### src/rtl/writeback_cycle.sv
// writeback_cycle: final pipeline stage, the writer side of the register-file
// port. ALU results are written one cycle after transfer. Loads are collected
// beat by beat from the data-memory return stream (1 beat scalar, LANES beats
// vector) and written once complete; the stage stalls the memory stage
// (ReadyM=0) while a load is being collected.
// Ports:
//   clk, rst                      clock, async active-high reset
//   ValidM / ReadyM               memory-stage handshake
//   RegWriteM, ResultSrcM,
//   vectorialM, RDM, ALUResultM   instruction fields from the memory stage
//   mem_rdata, mem_rvalid         data-memory return beats (lane 0 first)
//   RegWriteW, RDW, ResultW       registered register-file write port
module writeback_cycle #(
  parameter int DATA_W = 128,
  parameter int WORD_W = 32,
  parameter int ADDR_W = 6,
  parameter int LANES  = 4
) (
  input  logic              clk,
  input  logic              rst,
  input  logic              ValidM,
  output logic              ReadyM,
  input  logic              RegWriteM,
  input  logic              ResultSrcM,
  input  logic              vectorialM,
  input  logic [ADDR_W-1:0] RDM,
  input  logic [DATA_W-1:0] ALUResultM,
  input  logic [WORD_W-1:0] mem_rdata,
  input  logic              mem_rvalid,
  output logic              RegWriteW,
  output logic [ADDR_W-1:0] RDW,
  output logic [DATA_W-1:0] ResultW
);

  localparam int CNT_W = $clog2(LANES + 1);

  typedef enum logic {IDLE, LOAD} state_t;

  state_t              state_q, state_d;
  logic [CNT_W-1:0]    cnt_q, cnt_d;
  logic [DATA_W-1:0]   buf_q, buf_d;
  logic [ADDR_W-1:0]   ld_rd_q, ld_rd_d;
  logic                ld_we_q, ld_we_d;
  logic                ld_vec_q, ld_vec_d;
  logic                wr_q, wr_d;
  logic [ADDR_W-1:0]   rdw_q, rdw_d;
  logic [DATA_W-1:0]   res_q, res_d;
  logic                last_beat;

  assign ReadyM    = (state_q == IDLE);
  assign RegWriteW = wr_q;
  assign RDW       = rdw_q;
  assign ResultW   = res_q;

  // Beat being received now completes the load.
  assign last_beat = ld_vec_q ? (cnt_q == CNT_W'(LANES - 1)) : (cnt_q == '0);

  always_ff @(posedge clk or posedge rst) begin
    if (rst) begin
      state_q  <= IDLE;
      cnt_q    <= '0;
      buf_q    <= '0;
      ld_rd_q  <= '0;
      ld_we_q  <= 1'b0;
      ld_vec_q <= 1'b0;
      wr_q     <= 1'b0;
      rdw_q    <= '0;
      res_q    <= '0;
    end else begin
      state_q  <= state_d;
      cnt_q    <= cnt_d;
      buf_q    <= buf_d;
      ld_rd_q  <= ld_rd_d;
      ld_we_q  <= ld_we_d;
      ld_vec_q <= ld_vec_d;
      wr_q     <= wr_d;
      rdw_q    <= rdw_d;
      res_q    <= res_d;
    end
  end

  always_comb begin
    state_d  = state_q;
    cnt_d    = cnt_q;
    buf_d    = buf_q;
    ld_rd_d  = ld_rd_q;
    ld_we_d  = ld_we_q;
    ld_vec_d = ld_vec_q;
    wr_d     = 1'b0;
    // Address/data only move on an actual write; otherwise they hold.
    rdw_d    = rdw_q;
    res_d    = res_q;
    case (state_q)
      IDLE: begin
        if (ValidM) begin
          if (!ResultSrcM) begin
            if (RegWriteM && (RDM != '0)) begin
              wr_d  = 1'b1;
              rdw_d = RDM;
              res_d = ALUResultM;
            end
          end else begin
            ld_rd_d  = RDM;
            ld_we_d  = RegWriteM;
            ld_vec_d = vectorialM;
            buf_d    = '0;
            cnt_d    = '0;
            state_d  = LOAD;
          end
        end
      end
      LOAD: begin
        if (mem_rvalid) begin
          for (int l = 0; l < LANES; l++) begin
            if (cnt_q == CNT_W'(l)) buf_d[l*WORD_W +: WORD_W] = mem_rdata;
          end
          cnt_d = cnt_q + 1'b1;
          if (last_beat) begin
            state_d = IDLE;
            if (ld_we_q && (ld_rd_q != '0)) begin
              wr_d  = 1'b1;
              rdw_d = ld_rd_q;
              res_d = buf_d;   // includes the beat arriving this cycle
            end
          end
        end
      end
      default: state_d = IDLE;
    endcase
  end

endmodule
### config.mk
export PLATFORM = sky130hd
export DESIGN_NAME = writeback_cycle
export DESIGN_NICKNAME = d
export VERILOG_FILES = /design/src/rtl/writeback_cycle.sv
export SDC_FILE = /design/constraint.sdc
export NUM_CORES = 1
export LEC_CHECK = 0
export CORE_AREA = 2 2 165 167
export CTS_BUF_LIST = sky130_fd_sc_hd__clkbuf_2
export DETAILED_ROUTE_END_ITERATION = 10
export DIE_AREA = 0 0 167 169
export GPL_TIMING_DRIVEN = 0
export PLACE_DENSITY = 0.81
export SLEW_MARGIN = 40
export SYNTH_ARGS = -nofsm -noshare
export SYNTH_HDL_FRONTEND = slang
export SYNTH_SLANG_ARGS = --single-unit
### constraint.sdc
create_clock -name clk -period 13.4 [get_ports clk]
set_input_delay 2.68 -clock clk [delete_from_list [all_inputs] [get_ports clk]]
set_output_delay 2.68 -clock clk [all_outputs]
set_load 0.005 [all_outputs]
After elaboration in Yosys (flattened, before gate mapping)
Cells that the tools add are included.
- memories kept: 0
- bits in registers: 275
- memory bits (read-only): 0
- bits in latches: 0
- memory bits (writable): 0
- multiplexer cells: 39
- bitwise logic cells: 1
- multipliers: 0
- divide/modulo/power cells: 0
- magnitude comparators: 0
- equality and inequality tests: 10
- reductions and logical operators: 8
- shifts and indexed selects: 0
- add/subtract/negate cells: 1
- operator list (kind ; number):
    $mux 128 ; 9
    $pmux 128 s2 ; 2
    $mux 32 ; 4
    $mux 6 ; 6
    $pmux 6 s2 ; 1
    $reduce_bool 6->1 ; 2
    $mux 1 ; 11
    $mux 3 ; 3
    $ne 2x1->1 const B ; 4
    $eq 3x2->1 const B ; 2
    $ne 2x2->1 const B ; 3
    $pmux 3 s2 ; 1
    $reduce_and 3->1 ; 2
    $reduce_and 6->1 ; 1
    $pmux 1 s2 ; 2
    $add 3x1->3 const B ; 1
    $eq 3x1->1 const B ; 1
    $logic_not 3->1 ; 1
    $logic_and 1x1->1 ; 2
    $not 1->1 ; 1

Depth between registers and ports, before layout
- word-level depth: 6
- depth in mapped cells: 11
- gate-level depth less buffers: 8

Worst setup path before layout
Ideal clock, no wire load.
- path kind: in2reg
- from: input port RDM[0]
- to: register res_q[0] (netlist: ResultW[0])
- buffers on the path: 3
- library setup time: 125 ps
- arrival time: 4145 ps
- stages: 9
- setup slack: 9130 ps
- path through: nor4_1 > a21oi_1 > a21oi_1 > or2_1 > buf_4 > inv_2 > buf_6 > buf_6 > mux2_4
- longest elaborated chain between the ends: 4
- RTL lines (element ; line ; text):
    start, declared ; 26 ; input logic [ADDR_W-1:0] RDM,
    $reduce_bool 6->1 ; 97 ; if (RegWriteM && (RDM != '0)) begin
    $logic_and 1x1->1 ; 97 ;
    $ne 2x1->1 (no line) ; - ;
    $reduce_and 6->1 (no line) ; - ;
    end signal, assigned ; 78 ; res_q <= res_d;
    end, declared ; 47 ; logic [DATA_W-1:0] res_q, res_d;
Every way passes these cells.
A chain may end at the register's enable or synchronous reset.

Final worst setup path
- from: register state_q
- to: output port ReadyM
- longest elaborated chain between the ends: 1
- RTL lines (element ; line ; text):
    start, declared ; 39 ; state_t state_q, state_d;
    start signal, assigned ; 70 ; state_q <= state_d;
    $not 1->1 (no line) ; - ;
    end, declared ; 22 ; output logic ReadyM,
Every way passes these cells.

==> metrics <==
CTS Root Cell=clkbuf_2; CP dominant cell by count=clkbuf_1; Worst VDD drop=0.126 mV; Resized Gates After CTS=0; Seq pwr share=33.3%; worst-path cell chain=inv_1 > clkbuf_1 > clkbuf_1 > clkdlybuf4s50_1; Worst Hold Class=reg2reg; sequential area share after synthesis=50.8%; ys async rst share=100%; Max-Slew Margin vs Limit=45.1%; H-tree levels=3; critical path startpoint category=flop; clk_skew=0.0648 ns; minimum clock period=5.66 ns; DRC=0; status=finished clean; drt first pass iters=5; final setup fails=0; Tot Pwr=4.45 mW; Final #Nets=1749; Max Clock Freq=177 MHz; Rows=60; Net Sw Power=1.68 mW; vias per cell=5.77; Skew-Pair Late Insertion Delay=0.88 ns; Antenna Violating Nets Remaining=0; Max stage delay on crit path=0.62 ns; largest net degree at the start of global routing=71; initial antenna violation count=3; Slowest-stage cell, CP=clkdlybuf4s50_1; Layout Cells excl Fill=1963; Num CTS Buffers=72; fin worst setup slack=7.74 ns; Gate power share=52.5%; pwr dens=251 nW/µm²; total global routing overflow=0; clock slew at reported path FFs=0.11 ns; Tightest Pin Transition=0.823 ns; number of global-route vias before repair=11694; clock sinks=275; cts hold-fix bufs=0; Clk pwr share=14.3%; Max-Cap Viols=0; DR vias=11332; Syn-to-layout area delta=30.7%; total setup buffers inserted after CTS=0; pre-CTS WS=8.29 ns; CP Capture Type=primary output; Slew Viols, Final=0; die height=169 µm; worst path arrival time=2.98 ns; global-route wire length before repair=64.4 mm; synthesized area=13600 µm²; Tcrit/Tclk final=42.2%; commonest non-fill, non-tap cell in the layout=clkdlybuf4s50_1; register bit total from synthesis=275; WL per Instance=21.5 µm; Die X=167 µm; Buffers on Ports=291; Top FF cell, synth=dfrtp_1; placed cells=1838; Max Root-Sink Buffers=3; # fillers=2027; CTS tree=yes; Synth Instances=1202; most frequent cells in the layout=clkdlybuf4s50_1 (291), dfrtp_1 (275), a21oi_1 (131), nor2_1 (117), mux2_4 (105); Die Area=28200 µm²; worst hold slack=0.506 ns; critical path type=reg2out; largest fanout on the critical path=10; Post-synth EDFFs=0; syn avg cell area=11.3 µm²; GP Congestion=0.864; initial core utilization=51.1%; internal power=2.76 mW; Final Hold Viols=0; drt initial violations=934; post-route setup TNS=0 ns; layout cells sized above 1=16.7%; Total GRT Usage=29.4%; Switching Fraction=37.9%; io pins=309; CORE AREA=26500 µm²; syn nets=1380; RSZ-0062 raised after global routing=false; Synth cell types=34; P_leak=7.85 nW; Yosys warning total=0; Crit path required time=10.72 ns; final wirelength=42.3 mm; DP HPWL=31.3 mm
kinds of logic (layout without fill, tap and decap cells):
logic type,after synthesis,in the layout,share of synthesized area [%]
buf+inv,134,551,4.48
compound gates,326,326,15.5
simple gates,222,222,6.88
other cells,0,3,0
fa+ha+maj,5,5,0.462
mux,240,240,21.9
flops,275,275,50.8
power groups by stage:
| stage | Sequential, mW | Clock, mW | Combinational [mW] |
|---|---|---|---|
| after floorplan | 1.44 | 0 | 1.43 |
| after global placement | 1.47 | 0 | 2.24 |
| after detailed placement | 1.48 | 0 | 2.31 |
| after CTS | 1.47 | 0.642 | 2.33 |
| after global routing | 1.52 | 0.687 | 2.50 |
| final | 1.48 | 0.634 | 2.33 |
path summary, 6_finish.rpt:
check | startpoint | end | slack (ns) | depth (start not counted)
min reg2reg | buf_q[0]$_DFFE_PP0P_ | buf_q[0]$_DFFE_PP0P_ | 0.51 | 2
max | state_q$_DFF_PP0_ | ReadyM | 7.74 | 4
max reg2reg | cnt_q[0]$_DFFE_PP0P_ | ResultW[117]$_DFFE_PP0P_ | 10.59 | 7
min in group asynchronous | rst | ResultW[60]$_DFFE_PP0P_ | 2.16 | 2
min | buf_q[0]$_DFFE_PP0P_ | buf_q[0]$_DFFE_PP0P_ | 0.51 | 2
max in group asynchronous | rst | ResultW[34]$_DFFE_PP0P_ | 10.19 | 4
area by class of cell:
| class | instances | area (µm²) | share of cell area [%] |
|---|---|---|---|
| Multi-Input combinational cell | 793 | 6070 | 34.2 |
| Buffer | 111 | 522 | 2.95 |
| Clock buffer | 102 | 510 | 2.88 |
| Tap cell | 341 | 427 | 2.41 |
| Clock inverter | 20 | 181 | 1.02 |
| Antenna cell | 3 | 7.51 | 0.0424 |
| Timing Repair Buffer | 295 | 3020 | 17.1 |
| Inverter | 23 | 93.8 | 0.530 |
| Sequential cell | 275 | 6880 | 38.9 |
worst max-delay path, delay by kind of cell (launching register included):
kind                   cells  cell delay [ns]
buffers and inverters      4             1.73
flip-flops                 1             0.42
per-layer routing:
layer  vias up  routed length [µm]  share of wire (%)  global-route usage, %
met3       101                2940                6.9                   6.34
met4         0                1500                3.5                   14.1
met5         -                   0                  0                      0
met1      5661               17700                 42                   38.4
met2       490               20200                 48                   47.0
li1       5080                   -                  -                      -
metrics by stage:
stage / utilization, % / area [µm²]
after CTS: 66.8 / 17700
after detailed placement: 64.2 / 17000
final: 66.8 / 17700
after global placement: 63.7 / 16900
after global routing: 66.8 / 17700
after floorplan: - / 13600
flip-flops by register name, indices dropped and copies added, names as in the netlist:
register / flops
ResultW: 128
RDW: 6
state_q: 1
ld_rd_q: 6
RegWriteW: 1
buf_q: 128
ld_vec_q: 1
ld_we_q: 1
cnt_q: 3
cells in the mapped netlist (2+ instances only):
library cell,n,area share (%)
nor2b_1,18,0.83
mux2_4,105,12
a22oi_1,32,1.8
ha_1,5,0.46
inv_1,22,0.61
a21oi_1,131,4.8
buf_2,2,0.074
o221ai_1,15,0.97
mux2_2,31,2.6
dfrtp_1,275,51
o21ai_0,51,1.9
nand3_1,18,0.66
o21ai_1,3,0.11
mux2i_1,104,7.7
o211ai_1,13,0.72
nor2_1,117,3.2
o22ai_1,2,0.092
and2_1,2,0.092
buf_1,16,0.44
nand2_1,60,1.7
a22o_1,77,5.0
buf_6,13,1.1
clkbuf_1,79,2.2
(Power assumes the default switching activity.)
